[src/rtl/si570_freq_seq_pkg.sv]
// Shared types and constants for the Si570 frequency-reprogramming sequencer.
// Holds the register map, the command payload struct and the divider/RFREQ byte packer.
package si570_pkg;

    localparam int unsigned HS_DIV_W = 3;
    localparam int unsigned N1_W     = 7;
    localparam int unsigned RFREQ_W  = 38;
    localparam int unsigned SADDR_W  = 7;
    localparam int unsigned BYTE_W   = 8;
    localparam int unsigned NBYTES   = 4;
    localparam int unsigned BURST_W  = 2;

    localparam logic [7:0] REG_HI       = 8'd7;
    localparam logic [7:0] REG_LO       = 8'd11;
    localparam logic [7:0] REG_NEWFREQ  = 8'd135;
    localparam logic [7:0] REG_FREEZE   = 8'd137;
    localparam logic [7:0] FREEZE_DCO   = 8'h10;
    localparam logic [7:0] UNFREEZE_DCO = 8'h00;
    localparam logic [7:0] NEW_FREQ     = 8'h40;
    localparam int unsigned NEW_FREQ_BIT = 6;

    typedef enum logic [3:0] {
        S_IDLE,
        S_MUX,
        S_FREEZE,
        S_WR_HI,
        S_WR_LO,
        S_UNFREEZE,
        S_NEWFREQ,
        S_POLL_REQ,
        S_POLL_RSP,
        S_SETTLE,
        S_DONE
    } state_t;

    typedef struct packed {
        logic [SADDR_W-1:0]             slave_address;
        logic [BYTE_W-1:0]              reg_address;
        logic [NBYTES-1:0][BYTE_W-1:0]  wdata;
        logic [BURST_W-1:0]             burst_count;
        logic                           rd_wrn;
    } rv0_cmd_t;

    // Si570 registers 7..12 in transmit order: index 0 is reg 7.
    function automatic logic [5:0][BYTE_W-1:0] pack_regs(
        input logic [HS_DIV_W-1:0] hs_div,
        input logic [N1_W-1:0]     n1,
        input logic [RFREQ_W-1:0]  rfreq
    );
        logic [5:0][BYTE_W-1:0] b;
        b[0] = {hs_div, n1[6:2]};
        b[1] = {n1[1:0], rfreq[37:32]};
        b[2] = rfreq[31:24];
        b[3] = rfreq[23:16];
        b[4] = rfreq[15:8];
        b[5] = rfreq[7:0];
        return b;
    endfunction

endpackage

[src/rtl/si570_freq_seq_if.sv]
// Command (rv0) and read-response (rv1) channels between the sequencer and i2c_master.
interface si570_freq_seq_if;
    import si570_pkg::*;

    logic                           rv0_valid;
    logic                           rv0_ready;
    logic [SADDR_W-1:0]             rv0_slave_address;
    logic [BYTE_W-1:0]              rv0_reg_address;
    logic [NBYTES-1:0][BYTE_W-1:0]  rv0_wdata;
    logic [BURST_W-1:0]             rv0_burst_count;
    logic                           rv0_rd_wrn;

    logic                           rv1_valid;
    logic                           rv1_ready;
    logic [NBYTES-1:0][BYTE_W-1:0]  rv1_rdata;

    modport master (
        output rv0_valid, rv0_slave_address, rv0_reg_address, rv0_wdata,
               rv0_burst_count, rv0_rd_wrn, rv1_ready,
        input  rv0_ready, rv1_valid, rv1_rdata
    );

    modport slave (
        input  rv0_valid, rv0_slave_address, rv0_reg_address, rv0_wdata,
               rv0_burst_count, rv0_rd_wrn, rv1_ready,
        output rv0_ready, rv1_valid, rv1_rdata
    );

endinterface

[src/rtl/si570_freq_seq.sv]
// Reprograms the Si570 through the I2C switch: freeze DCO, write HS_DIV/N1/RFREQ,
// unfreeze, assert NewFreq, poll until it self-clears, then wait for the output to settle.
module si570_freq_seq
    import si570_pkg::*;
#(
    parameter logic [6:0]  MuxAddr      = 7'h74,
    parameter logic [7:0]  MuxChannel   = 8'h80,
    parameter logic [6:0]  DevAddr      = 7'h5D,
    parameter int unsigned SettleCycles = 100000,
    parameter int unsigned PollLimit    = 4
) (
    input  logic                 i_clk,
    input  logic                 i_rst_n,
    input  logic                 i_start,
    input  logic [HS_DIV_W-1:0]  i_hs_div,
    input  logic [N1_W-1:0]      i_n1,
    input  logic [RFREQ_W-1:0]   i_rfreq,
    output logic                 o_busy,
    output logic                 o_done,
    output logic                 o_error,
    si570_freq_seq_if.master     io_bus
);

    localparam int unsigned CNT_W_RAW  = $clog2(SettleCycles + 1);
    localparam int unsigned CNT_W      = (CNT_W_RAW > 0) ? CNT_W_RAW : 1;
    localparam int unsigned POLL_W_RAW = $clog2(PollLimit + 1);
    localparam int unsigned POLL_W     = (POLL_W_RAW > 0) ? POLL_W_RAW : 1;

    state_t                  r_state;
    rv0_cmd_t                r_cmd;
    logic                    r_valid;
    logic                    r_rv1_ready;
    logic                    r_busy;
    logic                    r_done;
    logic                    r_error;
    logic [HS_DIV_W-1:0]     r_hs_div;
    logic [N1_W-1:0]         r_n1;
    logic [RFREQ_W-1:0]      r_rfreq;
    logic [POLL_W-1:0]       r_poll_cnt;
    logic [CNT_W-1:0]        r_settle_cnt;

    logic [5:0][BYTE_W-1:0]  w_regs;
    rv0_cmd_t                w_cmd;
    state_t                  w_next_cmd;
    logic                    w_busy_bit;
    logic                    w_unused;

    assign w_regs     = pack_regs(r_hs_div, r_n1, r_rfreq);
    assign w_busy_bit = io_bus.rv1_rdata[0][NEW_FREQ_BIT];
    assign w_unused   = ^{io_bus.rv1_rdata[3:1], io_bus.rv1_rdata[0][7],
                          io_bus.rv1_rdata[0][5:0]};

    // Payload and successor for the command owned by the current state; IDLE prepares MUX.
    always_comb begin
        w_cmd               = '0;
        w_next_cmd          = S_IDLE;
        w_cmd.slave_address = DevAddr;
        case (r_state)
            S_IDLE, S_MUX: begin
                w_cmd.slave_address = MuxAddr;
                w_cmd.reg_address   = MuxChannel;
                w_cmd.wdata[0]      = MuxChannel;
                w_next_cmd          = S_FREEZE;
            end
            S_FREEZE: begin
                w_cmd.reg_address = REG_FREEZE;
                w_cmd.wdata[0]    = FREEZE_DCO;
                w_next_cmd        = S_WR_HI;
            end
            S_WR_HI: begin
                w_cmd.reg_address = REG_HI;
                w_cmd.wdata[0]    = w_regs[0];
                w_cmd.wdata[1]    = w_regs[1];
                w_cmd.wdata[2]    = w_regs[2];
                w_cmd.wdata[3]    = w_regs[3];
                w_cmd.burst_count = 2'd3;
                w_next_cmd        = S_WR_LO;
            end
            S_WR_LO: begin
                w_cmd.reg_address = REG_LO;
                w_cmd.wdata[0]    = w_regs[4];
                w_cmd.wdata[1]    = w_regs[5];
                w_cmd.burst_count = 2'd1;
                w_next_cmd        = S_UNFREEZE;
            end
            S_UNFREEZE: begin
                w_cmd.reg_address = REG_FREEZE;
                w_cmd.wdata[0]    = UNFREEZE_DCO;
                w_next_cmd        = S_NEWFREQ;
            end
            S_NEWFREQ: begin
                w_cmd.reg_address = REG_NEWFREQ;
                w_cmd.wdata[0]    = NEW_FREQ;
                w_next_cmd        = S_POLL_REQ;
            end
            S_POLL_REQ: begin
                w_cmd.reg_address = REG_NEWFREQ;
                w_cmd.rd_wrn      = 1'b1;
                w_next_cmd        = S_POLL_RSP;
            end
            default: begin
                w_cmd = '0;
            end
        endcase
    end

    // Sequencer state and all registered outputs.
    always_ff @(posedge i_clk or negedge i_rst_n) begin
        if (!i_rst_n) begin
            r_state      <= S_IDLE;
            r_cmd        <= '0;
            r_valid      <= 1'b0;
            r_rv1_ready  <= 1'b0;
            r_busy       <= 1'b0;
            r_done       <= 1'b0;
            r_error      <= 1'b0;
            r_hs_div     <= '0;
            r_n1         <= '0;
            r_rfreq      <= '0;
            r_poll_cnt   <= '0;
            r_settle_cnt <= '0;
        end else begin
            r_done  <= 1'b0;
            r_error <= 1'b0;
            case (r_state)
                S_IDLE: begin
                    if (i_start) begin
                        r_hs_div   <= i_hs_div;
                        r_n1       <= i_n1;
                        r_rfreq    <= i_rfreq;
                        r_poll_cnt <= '0;
                        r_busy     <= 1'b1;
                        r_cmd      <= w_cmd;
                        r_valid    <= 1'b1;
                        r_state    <= S_MUX;
                    end
                end
                S_MUX, S_FREEZE, S_WR_HI, S_WR_LO, S_UNFREEZE, S_NEWFREQ, S_POLL_REQ: begin
                    // Valid drops for a cycle after each handshake while the next payload loads.
                    if (!r_valid) begin
                        r_cmd   <= w_cmd;
                        r_valid <= 1'b1;
                    end else if (io_bus.rv0_ready) begin
                        r_valid <= 1'b0;
                        r_state <= w_next_cmd;
                        if (r_state == S_POLL_REQ) begin
                            r_rv1_ready <= 1'b1;
                        end
                    end
                end
                S_POLL_RSP: begin
                    if (io_bus.rv1_valid) begin
                        r_rv1_ready <= 1'b0;
                        if (!w_busy_bit) begin
                            r_settle_cnt <= CNT_W'(SettleCycles - 1);
                            r_state      <= S_SETTLE;
                        end else if (r_poll_cnt < POLL_W'(PollLimit)) begin
                            r_poll_cnt <= r_poll_cnt + POLL_W'(1);
                            r_state    <= S_POLL_REQ;
                        end else begin
                            r_busy  <= 1'b0;
                            r_done  <= 1'b1;
                            r_error <= 1'b1;
                            r_cmd   <= '0;
                            r_state <= S_DONE;
                        end
                    end
                end
                S_SETTLE: begin
                    if (r_settle_cnt == '0) begin
                        r_busy  <= 1'b0;
                        r_done  <= 1'b1;
                        r_cmd   <= '0;
                        r_state <= S_DONE;
                    end else begin
                        r_settle_cnt <= r_settle_cnt - CNT_W'(1);
                    end
                end
                S_DONE: begin
                    r_state <= S_IDLE;
                end
                default: begin
                    r_state <= S_IDLE;
                end
            endcase
        end
    end

    assign o_busy                   = r_busy;
    assign o_done                   = r_done;
    assign o_error                  = r_error;
    assign io_bus.rv0_valid         = r_valid;
    assign io_bus.rv0_slave_address = r_cmd.slave_address;
    assign io_bus.rv0_reg_address   = r_cmd.reg_address;
    assign io_bus.rv0_wdata         = r_cmd.wdata;
    assign io_bus.rv0_burst_count   = r_cmd.burst_count;
    assign io_bus.rv0_rd_wrn        = r_cmd.rd_wrn;
    assign io_bus.rv1_ready         = r_rv1_ready;

endmodule

[src/flat_wrapper.sv]
// flat-port wrapper written by rule: the top's interface ports become plain ports
module si570_freq_seq_flat import si570_pkg::*;
#(
    parameter logic [6:0]  MuxAddr      = 7'h74,
    parameter logic [7:0]  MuxChannel   = 8'h80,
    parameter logic [6:0]  DevAddr      = 7'h5D,
    parameter int unsigned SettleCycles = 100000,
    parameter int unsigned PollLimit    = 4
)
  (i_clk, i_rst_n, i_start, i_hs_div, i_n1, i_rfreq, o_busy, o_done, o_error, io_bus_rv0_valid, io_bus_rv0_slave_address, io_bus_rv0_reg_address, io_bus_rv0_wdata, io_bus_rv0_burst_count, io_bus_rv0_rd_wrn, io_bus_rv1_ready, io_bus_rv0_ready, io_bus_rv1_valid, io_bus_rv1_rdata);
  si570_freq_seq_if io_bus_i ();
  input  logic i_clk;
  input  logic i_rst_n;
  input  logic i_start;
  input  logic [HS_DIV_W-1:0] i_hs_div;
  input  logic [N1_W-1:0] i_n1;
  input  logic [RFREQ_W-1:0] i_rfreq;
  output logic o_busy;
  output logic o_done;
  output logic o_error;
  output wire logic [$bits(io_bus_i.rv0_valid)-1:0] io_bus_rv0_valid;
  output wire logic [$bits(io_bus_i.rv0_slave_address)-1:0] io_bus_rv0_slave_address;
  output wire logic [$bits(io_bus_i.rv0_reg_address)-1:0] io_bus_rv0_reg_address;
  output wire logic [$bits(io_bus_i.rv0_wdata)-1:0] io_bus_rv0_wdata;
  output wire logic [$bits(io_bus_i.rv0_burst_count)-1:0] io_bus_rv0_burst_count;
  output wire logic [$bits(io_bus_i.rv0_rd_wrn)-1:0] io_bus_rv0_rd_wrn;
  output wire logic [$bits(io_bus_i.rv1_ready)-1:0] io_bus_rv1_ready;
  input wire logic [$bits(io_bus_i.rv0_ready)-1:0] io_bus_rv0_ready;
  input wire logic [$bits(io_bus_i.rv1_valid)-1:0] io_bus_rv1_valid;
  input wire logic [$bits(io_bus_i.rv1_rdata)-1:0] io_bus_rv1_rdata;
  assign io_bus_rv0_valid = io_bus_i.rv0_valid;
  assign io_bus_rv0_slave_address = io_bus_i.rv0_slave_address;
  assign io_bus_rv0_reg_address = io_bus_i.rv0_reg_address;
  assign io_bus_rv0_wdata = io_bus_i.rv0_wdata;
  assign io_bus_rv0_burst_count = io_bus_i.rv0_burst_count;
  assign io_bus_rv0_rd_wrn = io_bus_i.rv0_rd_wrn;
  assign io_bus_rv1_ready = io_bus_i.rv1_ready;
  assign io_bus_i.rv0_ready = io_bus_rv0_ready;
  assign io_bus_i.rv1_valid = io_bus_rv1_valid;
  assign io_bus_i.rv1_rdata = io_bus_rv1_rdata;
  si570_freq_seq #(.MuxAddr(MuxAddr), .MuxChannel(MuxChannel), .DevAddr(DevAddr), .SettleCycles(SettleCycles), .PollLimit(PollLimit)) u_core (.i_clk(i_clk), .i_rst_n(i_rst_n), .i_start(i_start), .i_hs_div(i_hs_div), .i_n1(i_n1), .i_rfreq(i_rfreq), .o_busy(o_busy), .o_done(o_done), .o_error(o_error), .io_bus(io_bus_i));
endmodule
[config.mk]
export PLATFORM = sky130hd
export DESIGN_NAME = si570_freq_seq_flat
export DESIGN_NICKNAME = d
export VERILOG_FILES = /design/src/rtl/si570_freq_seq_pkg.sv /design/src/rtl/si570_freq_seq_if.sv /design/src/rtl/si570_freq_seq.sv /design/src/flat_wrapper.sv
export SDC_FILE = /design/constraint.sdc
export NUM_CORES = 1
export LEC_CHECK = 0
export CORE_MARGIN = 3
export CORE_UTILIZATION = 45
export CTS_CLUSTER_SIZE = 28
export DETAILED_ROUTE_END_ITERATION = 7
export PLACE_DENSITY = 0.75
export SLEW_MARGIN = 0
export SYNTH_ARGS = -nofsm -noshare
export SYNTH_HDL_FRONTEND = slang
export SYNTH_SLANG_ARGS = --single-unit
[constraint.sdc]
create_clock -name i_clk -period 2.73 [get_ports i_clk]
set_input_delay 0.546 -clock i_clk [delete_from_list [all_inputs] [get_ports i_clk]]
set_output_delay 0.546 -clock i_clk [all_outputs]
set_load 0.005 [all_outputs]
==> results.tsv, run 1 <==
metric	value	unit
outcome	complete, no violations	
grt_pass1_wl	21600	um
peakVddDrop	0.678	mV
worstMarginPinSlew	1040	ps
crit_path_end_kind	flip-flop	
clockPowerShare	0.287	
syn_area	5390	sq um
synth_top_area_frac	0.558	
fmaxAchievable	394	MHz
start_kind	flip-flop	
cts_resized	0	
crit_arrival	2830	ps
slew_violations	0	
die_area	13300	sq um
ys_seq_area_frac	0.558	
pwr-share-seq	0.354	
synth.top_cells.by_count	nand2_1, dfrtp_1, a22o_1, clkbuf_1, o21ai_0	
synth_warnings	0	
synth_async_sr_flop_share	1.00	
post_synth.cell_area_avg	10.0	sq um
maxCapViolations	0	
post_dp_cell_area	6650	sq um
synthCells	537	
final_area	7280	sq um
r2r_cells	6	
cts_tree	built	
post-route-period-util	0.930	
switchingPower	0.00285	W
route.detailed.drc	0	
hold_slack	209	ps
diodes	0	
nNetsFinal	737	
p_comb_frac	0.359	
critical_path.cell_chain	or4_1 > nor4_4 > a31oi_1 > or2_2 > buf_4 > mux2_4	
final_layout_size_suffix_gt1_frac	0.127	
clk-insertion-delay-late	410	ps
synth-edff-count	0	
max_stage_delay	700	ps
fin_worst_skew	11.1	ps
setup_viol	0	
drt_iter0_drc	287	
port_buffers	104	
design.core.area	11600	sq um
p_leak	3.42	nW
numCtsBuffers	17	
yosys_register_bits	120	
yosysMostFrequentCell	nand2_1	
grt-ovfl-total	0	
cts-root-buf	clkbuf_16	
r2r_slack	190	ps
reg2reg_from	u_core.r_settle_cnt[5]	
swShare	0.344	
setup_ws	190	ps
antenna_found_initial	0	
worstPathRequired	3020	ps
crit_fanout	14	
ys.flop_type	dfrtp_1	
cts.sinks	120	
cts.reportedPaths.clkPinSlew	60	ps
cpMaxStageDelayCell	or4_1	
pwr_density_cell	1140	nW/um^2
ios	140	
p_int	0.00544	W
path_buf_inv	1	
die_y	115	um
grt.total_usage	0.208	
tns	0	ps
power	0.00828	W
hold_viol_final	0	
grt_max_degree	62	
slew-limit-headroom	0.306	
row_count	39	
rr_endpoint	u_core.io_bus.rv0_wdata[2]	
synth_top_cell_by_area	dfrtp_1	
synth_cell_type_count	62	
finalWirelength	13100	um
vias	4377	
pre_cts_ws	210	ps
synth_area_leaders	dfrtp_1, nand2_1, a22o_1	
ant_nets	0	
initial_core_util	0.466	
holdCritPathClass	input pin to async pin	
routedWlPerCell	16.2	um
path_delay_family	simple AND/OR/NAND/NOR gates	
post_cts_buffers	0	
grt_pass1_vias	4485	
routabilityCongestion	0.862	
die_width	115	um
cts.htree.levels	4	
viasPerCell	5.44	
first_pass_iters	5	
rsz0062_at_grt	no	
place_hpwl	8730	um
path_class	flip-flop to flip-flop	
area_growth	35.1	%
finalCriticalPeriod	2540	ps
clk_path_buf_depth	2	
cts_hold_buf	0	
-- power by group through the flow --
stage / registers [W] / logic (W) / clock network [W]
final: 0.00293 / 0.00298 / 0.00237
after detailed placement: 0.00294 / 0.00297 / 0
after global placement: 0.00290 / 0.00289 / 0
after floorplan: 0.00280 / 0.00192 / 0
after CTS: 0.00293 / 0.00301 / 0.00241
after global routing: 0.00301 / 0.00328 / 0.00251
-- cell families after synthesis --
logic type,share of synthesized area
and+or+nand+nor,0.197
AOI/OAI and AO/OA,0.151
DFF,0.558
buffers and inverters,0.0434
adders and majority gates,0.00697
xor gates and xnor gates,0.00325
other,0.000696
muxes,0.0400
-- layout make-up --
| type | count | area, sq um |
|---|---|---|
| clock buffers | 19 | 433 |
| repair buffers | 130 | 1260 |
| flip-flops and latches | 120 | 3000 |
| multi-input cells | 370 | 2170 |
| well taps | 143 | 179 |
| clock inverters | 13 | 195 |
| fillers | 911 | 4290 |
| inverters | 10 | 37.5 |
-- sequential cells by signal (all words and copies together) (netlist names), 2 cells and up --
signal / flops
u_core.r_hs_div: 3
u_core.r_settle_cnt: 17
u_core.r_n1: 7
u_core.io_bus.rv0_wdata: 32
u_core.io_bus.rv0_slave_address: 3
u_core.r_rfreq: 38
u_core.io_bus.rv0_burst_count: 2
u_core.r_state: 4
u_core.io_bus.rv0_reg_address: 5
u_core.r_poll_cnt: 3
-- layer usage --
layer  GRT usage  share of wire  vias to the layer above
li1            -              -                     2085
met1       0.255           0.42                     2144
met2       0.337           0.49                      135
met3      0.0811          0.074                       13
met4      0.0704          0.012                        0
met5           0              0                        -
-- metrics by stage --
step | instances | util
floorplan | 540 | -
global placement | 773 | 0.575
detailed placement | 773 | 0.575
CTS | 805 | 0.629
global route | 805 | 0.629
finish | 805 | 0.629
-- worst max path at each step --
stage                                 from                     endpoint  slack [ps]  depth (start not counted)
floorplan           u_core.r_settle_cnt[5]   u_core.io_bus.rv0_wdata[0]         400                          8
global placement    u_core.r_settle_cnt[5]  u_core.io_bus.rv0_wdata[13]         240                          6
detailed placement        io_bus_rv1_valid      u_core.r_settle_cnt[11]         210                          7
CTS                 u_core.r_settle_cnt[5]  u_core.io_bus.rv0_wdata[15]         200                          6
global route        u_core.r_settle_cnt[5]   u_core.io_bus.rv0_wdata[2]          90                          6
finish              u_core.r_settle_cnt[5]   u_core.io_bus.rv0_wdata[2]         190                          6
-- worst reg2reg max path, cell delays in order (launching register included) --
cell,delay (ps)
dfrtp_1,410
or4_1,700
nor4_4,270
a31oi_1,160
or2_2,340
buf_4,230
mux2_4,320
-- placed cells by master, fill, tap and decap left out, drive strengths merged, types with 5 or more instances in the layout --
cell             n
nor2            17
nor3             9
nand3           10
nor4             5
clkbuf          19
inv             13
o31ai            6
a22o            39
nand2          158
a21oi           14
or4              6
mux2            14
buf             27
nand2b           8
dfrtp          120
o21ai           21
or3              5
clkdlybuf4s50  103
(Power assumes the default switching activity.)
==> run 2, diff against run 1 <==
CORE_UTILIZATION = 49   (was 45)
GPL_TIMING_DRIVEN = 0   (was unset)
PLACE_DENSITY = 0.8   (was 0.75)
SLEW_MARGIN = unset   (was 0)
==> run 2 against run 1 <==
Non-clock buffer count up 16; register-to-register slack worse by 110 ps; count of clock-buffer cells in the layout unchanged; sequential share of layout area about the same; worst hold slack better by 270 ps; die area down 7.7%; final area about the same; combinational power up 4%; routed wire length up 7.6%; worst setup slack worse by 110 ps; critical endpoint is now u_core.r_rfreq[23]; largest cell class unchanged.
==> results.tsv, run 2 (synthesis results as in run 1) <==
metric	value	unit
cpMaxStageDelayCell	dfrtp_1	
port_buffers	104	
post-route-period-util	0.970	
hold_viol_final	0	
final_area	7280	sq um
grt-ovfl-total	0	
vias	4585	
pwr_density_cell	1140	nW/um^2
row_count	37	
clk-insertion-delay-late	540	ps
outcome	complete, no violations	
fmaxAchievable	378	MHz
die_width	111	um
finalCriticalPeriod	2650	ps
antenna_found_initial	0	
post-route-util	0.693	
largest_register_ffs	38	
dp.cells	781	
start_kind	flip-flop	
critical_path.cell_chain	or2_0 > or3_1 > clkbuf_1 > inv_1 > clkbuf_1 > buf_1 > nand2_1 > nand2_1	
fin_worst_skew	10.9	ps
post_cts_buffers	0	
numCtsBuffers	17	
path_delay_family	buffers and inverters	
power	0.00827	W
stdcell_count	814	
final_cell_mix	nand2_1, dfrtp_1, clkdlybuf4s50_1	
maxCapViolations	0	
first_pass_iters	5	
viasPerCell	5.63	
grt_max_degree	81	
grt.total_usage	0.236	
worstMarginPinSlew	778	ps
diodes	0	
routedWlPerCell	17.3	um
final_layout_size_suffix_gt1_frac	0.111	
die_area	12300	sq um
route.detailed.drc	0	
worstPathRequired	3200	ps
clk_path_buf_depth	2	
tns	0	ps
holdCritPathClass	flip-flop to flip-flop	
crit_fanout	10	
place_hpwl	9550	um
crit_path_end_kind	flip-flop	
regMostFlops	u_core.r_rfreq	
path_class	flip-flop to flip-flop	
cts.reportedPaths.clkPinSlew	60	ps
die_y	111	um
initial_core_util	0.512	
slew-limit-headroom	0.479	
area_growth	35.2	%
drt_iter0_drc	294	
nNetsFinal	753	
setup_viol	0	
post_dp_cell_area	6640	sq um
routabilityCongestion	0.840	
cts_tree	built	
path_buf_inv	4	
finalWirelength	14100	um
crit_arrival	3120	ps
cts-root-buf	clkbuf_8	
cts.sinks	120	
ios	140	
max_stage_delay	460	ps
grt_pass1_wl	23300	um
cts.htree.levels	4	
peakVddDrop	0.737	mV
grt_pass1_vias	4763	
final_common_cell	nand2_1	
ant_nets	0	
p_leak	3.38	nW
design.core.area	10500	sq um
slew_violations	0	
rsz0062_at_grt	yes	
==> run 2: routing by layer <==
layer	GRT usage	routed length, um
met1	0.290	5800
met2	0.386	6900
met3	0.0688	1040
met4	0.105	323
met5	0	0
==> run 2: power by group <==
group / internal (W) / switching (W) / total [W]
combinational: 0.00143 / 0.00168 / 0.00311
clock: 0.00142 / 0.000847 / 0.00227
sequential: 0.00243 / 0.000458 / 0.00289
==> run 2: layout make-up <==
| class | count | area (sq um) |
|---|---|---|
| tap | 136 | 170 |
| fill | 785 | 3230 |
| multi-input combinational | 370 | 2190 |
| clock buffer | 19 | 432 |
| inverter | 10 | 37.5 |
| timing repair buffer | 106 | 1080 |
| buffer | 40 | 196 |
| clock inverter | 13 | 168 |
| sequential | 120 | 3000 |
==> run 2: timing repair <==
item | 4_1_cts | 5_1_grt
gates resized for setup | 1 | 5
hold buffers | 1 | 0
setup endpoints to repair | 4 | 39
pin swaps | 0 | 0
hold endpoints to repair | 40 | 0
==> run 2: path summary, 6_finish.rpt <==
check / startpoint / end / slack (ps) / cells after the start
setup / recovery: u_core.r_state[2] / u_core.r_rfreq[23] / 80 / 8
hold / removal: u_core.r_rfreq[26] / u_core.r_rfreq[26] / 480 / 2
setup reg to reg: u_core.r_state[2] / u_core.r_rfreq[23] / 80 / 8
hold reg to reg: u_core.r_rfreq[26] / u_core.r_rfreq[26] / 480 / 2
max in group asynchronous: i_rst_n / u_core.r_rfreq[36] / 1540 / 3
min in group asynchronous: i_rst_n / u_core.r_settle_cnt[7] / 490 / 2
==> run 2: metrics by stage <==
step           setup WS (ps)  hold slack [ps]
6_report                83.2              477
2_1_floorplan            405              250
5_1_grt                -31.8              496
3_5_place_dp            -254              463
4_1_cts                 59.7              479
3_3_place_gp           -3280              458
==> run 2: worst reg2reg max path, cell delays in order (launching register included) <==
cell and delay (ps):
dfrtp_1 460, or2_0 370, or3_1 390, clkbuf_1 150, inv_1 110, clkbuf_1 430, buf_1 460, nand2_1 130
nand2_1 80
==> run 3, diff against run 2 <==
CORE_MARGIN = unset   (was 3)
==> run 3 against run 2 <==
Count of clock-buffer cells in the layout fell by 1; first-iteration DRC count rose by 1.0%; die area fell by 7.1%; critical path type unchanged; total power fell by 3.0%; clock power fell by 9.3%; non-clock buffer count did not move; worst hold slack got worse by 48 ps; sequential power barely moved.
==> results.tsv, run 3 (synthesis results as in run 1) <==
metric	value	unit
final_common_cell	nand2_1	
routabilityCongestion	0.842	
path_delay_family	simple AND/OR/NAND/NOR gates	
critPathMostFrequentCell	buf_6	
port_buffers	104	
die_y	107	um
ios	140	
setup_viol	0	
switchingPower	0.00295	W
cts.reportedPaths.clkPinSlew	60	ps
clk-insertion-delay-late	540	ps
final_layout_size_suffix_gt1_frac	0.111	
worstMarginPinSlew	734	ps
path_buf_inv	3	
clk_path_buf_depth	2	
start_kind	flip-flop	
p_int	0.00508	W
routedWlPerCell	16.7	um
vias	4511	
place_hpwl	9400	um
cts_tree	built	
viasPerCell	5.54	
grt_pass1_vias	4444	
grt_pass1_wl	22100	um
grt-ovfl-total	0	
dp.cells	781	
pwr-share-seq	0.360	
cts-root-buf	clkbuf_8	
finalCriticalPeriod	2600	ps
grt.total_usage	0.255	
antenna_found_initial	0	
critical_path.cell_chain	or4_1 > buf_2 > nor4_4 > a31oi_2 > or2_1 > buf_6 > buf_6 > mux2_4	
area_growth	34.2	%
hold_viol_final	0	
fin_worst_skew	9.09	ps
die_area	11400	sq um
cpMaxStageDelayCell	or4_1	
design.core.area	10500	sq um
post-route-period-util	0.951	
row_count	37	
cts.htree.levels	4	
crit_arrival	3010	ps
post_cts_buffers	0	
swShare	0.367	
clockPowerShare	0.256	
grt_max_degree	99	
first_pass_iters	6	
crit_fanout	10	
drt_iter0_drc	297	
die_width	107	um
max_stage_delay	520	ps
nNetsFinal	753	
slew_violations	0	
maxCapViolations	0	
p_leak	3.36	nW
pwr_density_cell	1110	nW/um^2
regMostFlops	u_core.r_rfreq	
rr_endpoint	u_core.io_bus.rv0_wdata[13]	
post-route-util	0.688	
reg2reg_from	u_core.r_settle_cnt[5]	
largest_register_ffs	38	
holdCritPathClass	input pin to async pin	
outcome	complete, no violations	
stdcell_count	814	
r2r_cells	8	
ant_nets	0	
path_class	flip-flop to flip-flop	
numCtsBuffers	17	
fmaxAchievable	385	MHz
final_cell_mix	nand2_1, dfrtp_1, clkdlybuf4s50_1	
r2r_slack	130	ps
tns	0	ps
cts.sinks	120	
p_comb_frac	0.384	
route.detailed.drc	0	
slew-limit-headroom	0.508	
crit_path_end_kind	flip-flop	
finalWirelength	13600	um
initial_core_util	0.512	
worstPathRequired	3140	ps
peakVddDrop	0.622	mV
rsz0062_at_grt	yes	
diodes	0	
==> run 3: cell count changes in the layout (fill, tap and decap cells not counted), sizes merged <==
| cell | change |
|---|---|
| bufinv | -2 |
| clkbuf | -1 |
| clkinv | +5 |
| clkinvlp | -1 |
| inv | -1 |
==> run 3: cell type report <==
| class | instances | area [sq um] |
|---|---|---|
| sequential | 120 | 3000 |
| fill | 783 | 3280 |
| clock buffer | 18 | 418 |
| multi-input combinational | 370 | 2200 |
| timing repair buffer | 106 | 1080 |
| clock inverter | 14 | 128 |
| inverter | 10 | 37.5 |
| buffer | 40 | 196 |
| tap | 136 | 170 |
==> run 3: routing by layer <==
metal / GRT usage / part of all wire / vias up
met5: 0 / 0 / -
li1: - / - / 2114
met2: 0.402 / 0.49 / 170
met1: 0.324 / 0.42 / 2201
met4: 0.104 / 0.019 / 0
met3: 0.0857 / 0.071 / 26
==> run 3: worst register-to-register path, cell delays in order, from the launching register on <==
cell	delay, ps
dfrtp_1	400
or4_1	520
buf_2	180
nor4_4	250
a31oi_2	220
or2_1	300
buf_6	140
buf_6	160
mux2_4	310
==> run 3: power by group through the flow <==
stage	registers, W	clock network [W]	logic (W)
floorplan	0.00280	0	0.00192
global placement	0.00286	0	0.00293
detailed placement	0.00289	0	0.00305
CTS	0.00287	0.00208	0.00306
global route	0.00296	0.00217	0.00339
finish	0.00288	0.00206	0.00308
==> run 3: timing repair <==
item,4_1_cts,5_1_grt
endpoints found under the hold margin,22,0
hold buffers,1,0
endpoints found under the setup margin,0,46
resized for setup,0,6
==> run 3: how the worst max path moves through the flow <==
stage / start / to / slack, ps / cells past startpoint
finish: u_core.r_settle_cnt[5] / u_core.io_bus.rv0_wdata[13] / 130 / 8
global route: u_core.r_settle_cnt[0] / u_core.r_settle_cnt[15] / -6 / 7
CTS: u_core.r_state[0] / u_core.io_bus.rv0_wdata[13] / 10 / 7
detailed placement: io_bus_rv1_rdata[6] / u_core.io_bus.rv0_wdata[16] / -260 / 7
global placement: i_rst_n / u_core.r_rfreq[35] / -3280 / 1
floorplan: u_core.r_settle_cnt[5] / u_core.io_bus.rv0_wdata[0] / 400 / 8
==> run 3: stage by stage <==
stage | setup slack [ps] | total power [W] | hold slack, ps | instance area, sq um
final | 133 | 0.00802 | 429 | 7230
after global routing | -6.39 | 0.00852 | 448 | 7230
after CTS | 12.7 | 0.00801 | 424 | 7190
after detailed placement | -257 | 0.00593 | 412 | 6640
after global placement | -3280 | 0.00579 | 458 | 6610
after floorplan | 405 | 0.00472 | 250 | 5400
==> RTL change, RTL diff (config.mk and constraints of run 2) <==
`PollLimit` is set to 4 in 2 places; all go to 16.
--- a/src/rtl/si570_freq_seq.sv
+++ b/src/rtl/si570_freq_seq.sv
@@ -9,3 +9,3 @@
     parameter int unsigned SettleCycles = 100000,
-    parameter int unsigned PollLimit    = 4
+    parameter int unsigned PollLimit    = 16
 ) (
--- a/src/flat_wrapper.sv
+++ b/src/flat_wrapper.sv
@@ -7,3 +7,3 @@
     parameter int unsigned SettleCycles = 100000,
-    parameter int unsigned PollLimit    = 4
+    parameter int unsigned PollLimit    = 16
 )
Behaviour: same outputs for any inputs over 10 cycles, from zero or initial values and one cycle with i_rst_n low; that may be too few to reach the edited logic, so the function may still have changed.
==> RTL change against run 2 <==
Clock power is 3% higher; highest routed layer unchanged; critical path type unchanged; area after synthesis is 6.8% higher; wire length is 1.1% lower; sequential cell count is 2 higher; utilization is 0.89 points lower; power is 8.3% higher; worst hold slack better by 0.027 ns; worst setup slack better by 0.26 ns; final area is 4.9% higher; critical endpoint is now u_core.io_bus.rv0_wdata[0]; count of clock-buffer cells in the layout is 2 higher.
==> RTL change: results (changes against run 2) <==
| Metric | Value |
|---|---|
| Status | finished, final reports clean |
| Commonest cells in the netlist | dfrtp_1 (122), mux2_2 (55), nand2_1 (39), nor2_1 (28), inv_1 (24) |
| Distinct cells, synth | 63 (+1.6%) |
| Reg-to-reg endpoint | u_core.io_bus.rv0_wdata[0] |
| Nets | 702 (-6.8%) |
| Vias in the first global route | 4520 (-5.1%) |
| Start of the worst register-to-register path | u_core.r_state[3] |
| Grt met2 use | 39.54% (+0.99 points) |
| Cts repair resizes | 0 (-1) |
| Root Driver | clkbuf_16 |
| GRT Overall Usage | 22.52% (-1.1 points) |
| Worst IR Drop VDD | 0.0007123 V (-3.4%) |
| Register-to-register setup slack | 0.34 ns (+0.26 ns) |
| Setup WS pre-CTS | 0.08904 ns (+0.3427 ns) |
| Initial DRC Count | 216 (-27%) |
| Worst Tran Pin Value | 0.9097 ns (+0.1317 ns) |
| Fill count | 790 (+0.64%) |
| Share of the yosys chip area belonging to registers | 53.07% (-2.7 points) |
| Path depth of the worst reg2reg path | 6 (-2) |
| Worst hold path endpoint | u_core.r_rfreq[31] |
| Leakage | 3.409 nW (+0.82%) |
| Per-cell routed wire length | 18.15 µm (+5.1%) |
| Hold_sp | u_core.r_rfreq[31] |
| Hold Path Cell Cnt | 1 (-1) |
| Insertion delay to the later sink of the worst-skew pair | 0.42 ns (-0.12 ns) |
| Global-route wire length before repair | 22.65 mm (-2.7%) |
| Skew final | 0.007227 ns (-0.003637 ns) |
| DR vias/cell | 5.483 (-2.7%) |
| Placed cell areas | 7009 µm² (+5.6%) |
| GRT met3 Usage | 8.087% (+1.2 points) |
| Final Instance Count excl. Fillers | 766 (-5.9%) |
| Layout cells sized above 1 | 22.04% (+11 points) |
| NetSw | 2.877 mW (-3.5%) |
| Largest cells by area after synthesis | dfrtp_1 (53%), mux2_2 (11%), mux2_4 (5.7%) |
| Avg Cell Area, Syn | 11.84 µm² (+18%) |
| Drt pass-1 iters | 4 (-1) |
| Dpl hpwl | 9.604 mm (+0.51%) |
| Gpl congestion | 0.9045 (+7.7%) |
| Met1 GRT Util | 25.35% (-3.7 points) |
==> RTL change: cell count changes in the layout (fill, tap and decap cells not counted), sizes merged, moves of 4 or more <==
cell,delta
inv,+11
a21oi,+5
clkbuf,-8
nor2b,+5
or4,-4
nand2,-119
nor2,+11
o31ai,-4
mux2,+63
mux2i,+18
a22o,-25
==> RTL change: power groups by stage <==
stage | clock network [mW] | registers [mW] | logic [mW]
global placement | 0 | 3.01 | 3.43
CTS | 2.35 | 3.05 | 3.59
floorplan | 0 | 2.96 | 2.30
finish | 2.33 | 3.06 | 3.56
global route | 2.44 | 3.15 | 3.86
detailed placement | 0 | 3.05 | 3.55
==> RTL change: routing by layer <==
layer  part of all wire, %  vias to the layer above
li1                      -                     1973
met1                    40                     2076
met2                    51                      128
met3                   7.2                       23
met4                   1.6                        0
met5                     0                        -
==> RTL change: layout make-up <==
cell class / count / area share (%)
Buffer: 31 / 2.276
Clock buffer: 21 / 6.288
Clock inverter: 10 / 1.850
Inverter: 24 / 1.179
Multi-Input combinational cell: 312 / 32.03
Sequential cell: 122 / 39.95
Tap cell: 140 / 2.292
Timing Repair Buffer: 106 / 14.13
==> RTL change: worst max-delay path, cell delays in order, from the launching register on <==
cell and delay (ns):
dfrtp_1 0.42, clkbuf_1 0.23, nand2b_1 0.21, nor3_1 0.55, clkbuf_1 0.51, a22o_1 0.24, mux2_4 0.15
==> RTL change: through the flow <==
stage / hold slack [ns] / power, mW
3_5_place_dp: 0.4258 / 6.600
2_1_floorplan: 0.2504 / 5.255
3_3_place_gp: 0.4861 / 6.444
5_1_grt: 0.5094 / 9.441
6_report: 0.5040 / 8.953
4_1_cts: 0.5058 / 8.998
==> RTL change: kinds of logic (layout without fill, tap and decap cells) <==
group                    count (synthesis)  after routing  synth area share [%]
AO/OA/AOI/OAI                           80             80                 9.265
flip-flops                             122            122                 53.07
adder cells (fa/ha/maj)                  3              3                0.6525
multiplexers                            97             97                 19.99
buffers and inverters                   55            192                 4.589
XOR/XNOR                                 2              2                0.3045
AND/OR/NAND/NOR                        126            126                 12.07
other                                    1              4               0.06518
==> RTL change: how the worst max path moves through the flow <==
stage,startpoint,endpoint,slack [ns],depth (start not counted)
6_report,u_core.r_state[3],u_core.io_bus.rv0_wdata[0],0.34,6
3_5_place_dp,io_bus_rv1_valid,u_core.r_settle_cnt[5],0.09,6
5_1_grt,u_core.r_state[0],u_core.io_bus.rv0_wdata[22],0.20,7
2_1_floorplan,u_core.r_settle_cnt[5],u_core.r_settle_cnt[12],0.81,6
4_1_cts,u_core.r_state[3],u_core.io_bus.rv0_wdata[0],0.36,6
3_3_place_gp,i_rst_n,u_core.io_bus.rv0_wdata[18],-3.47,1
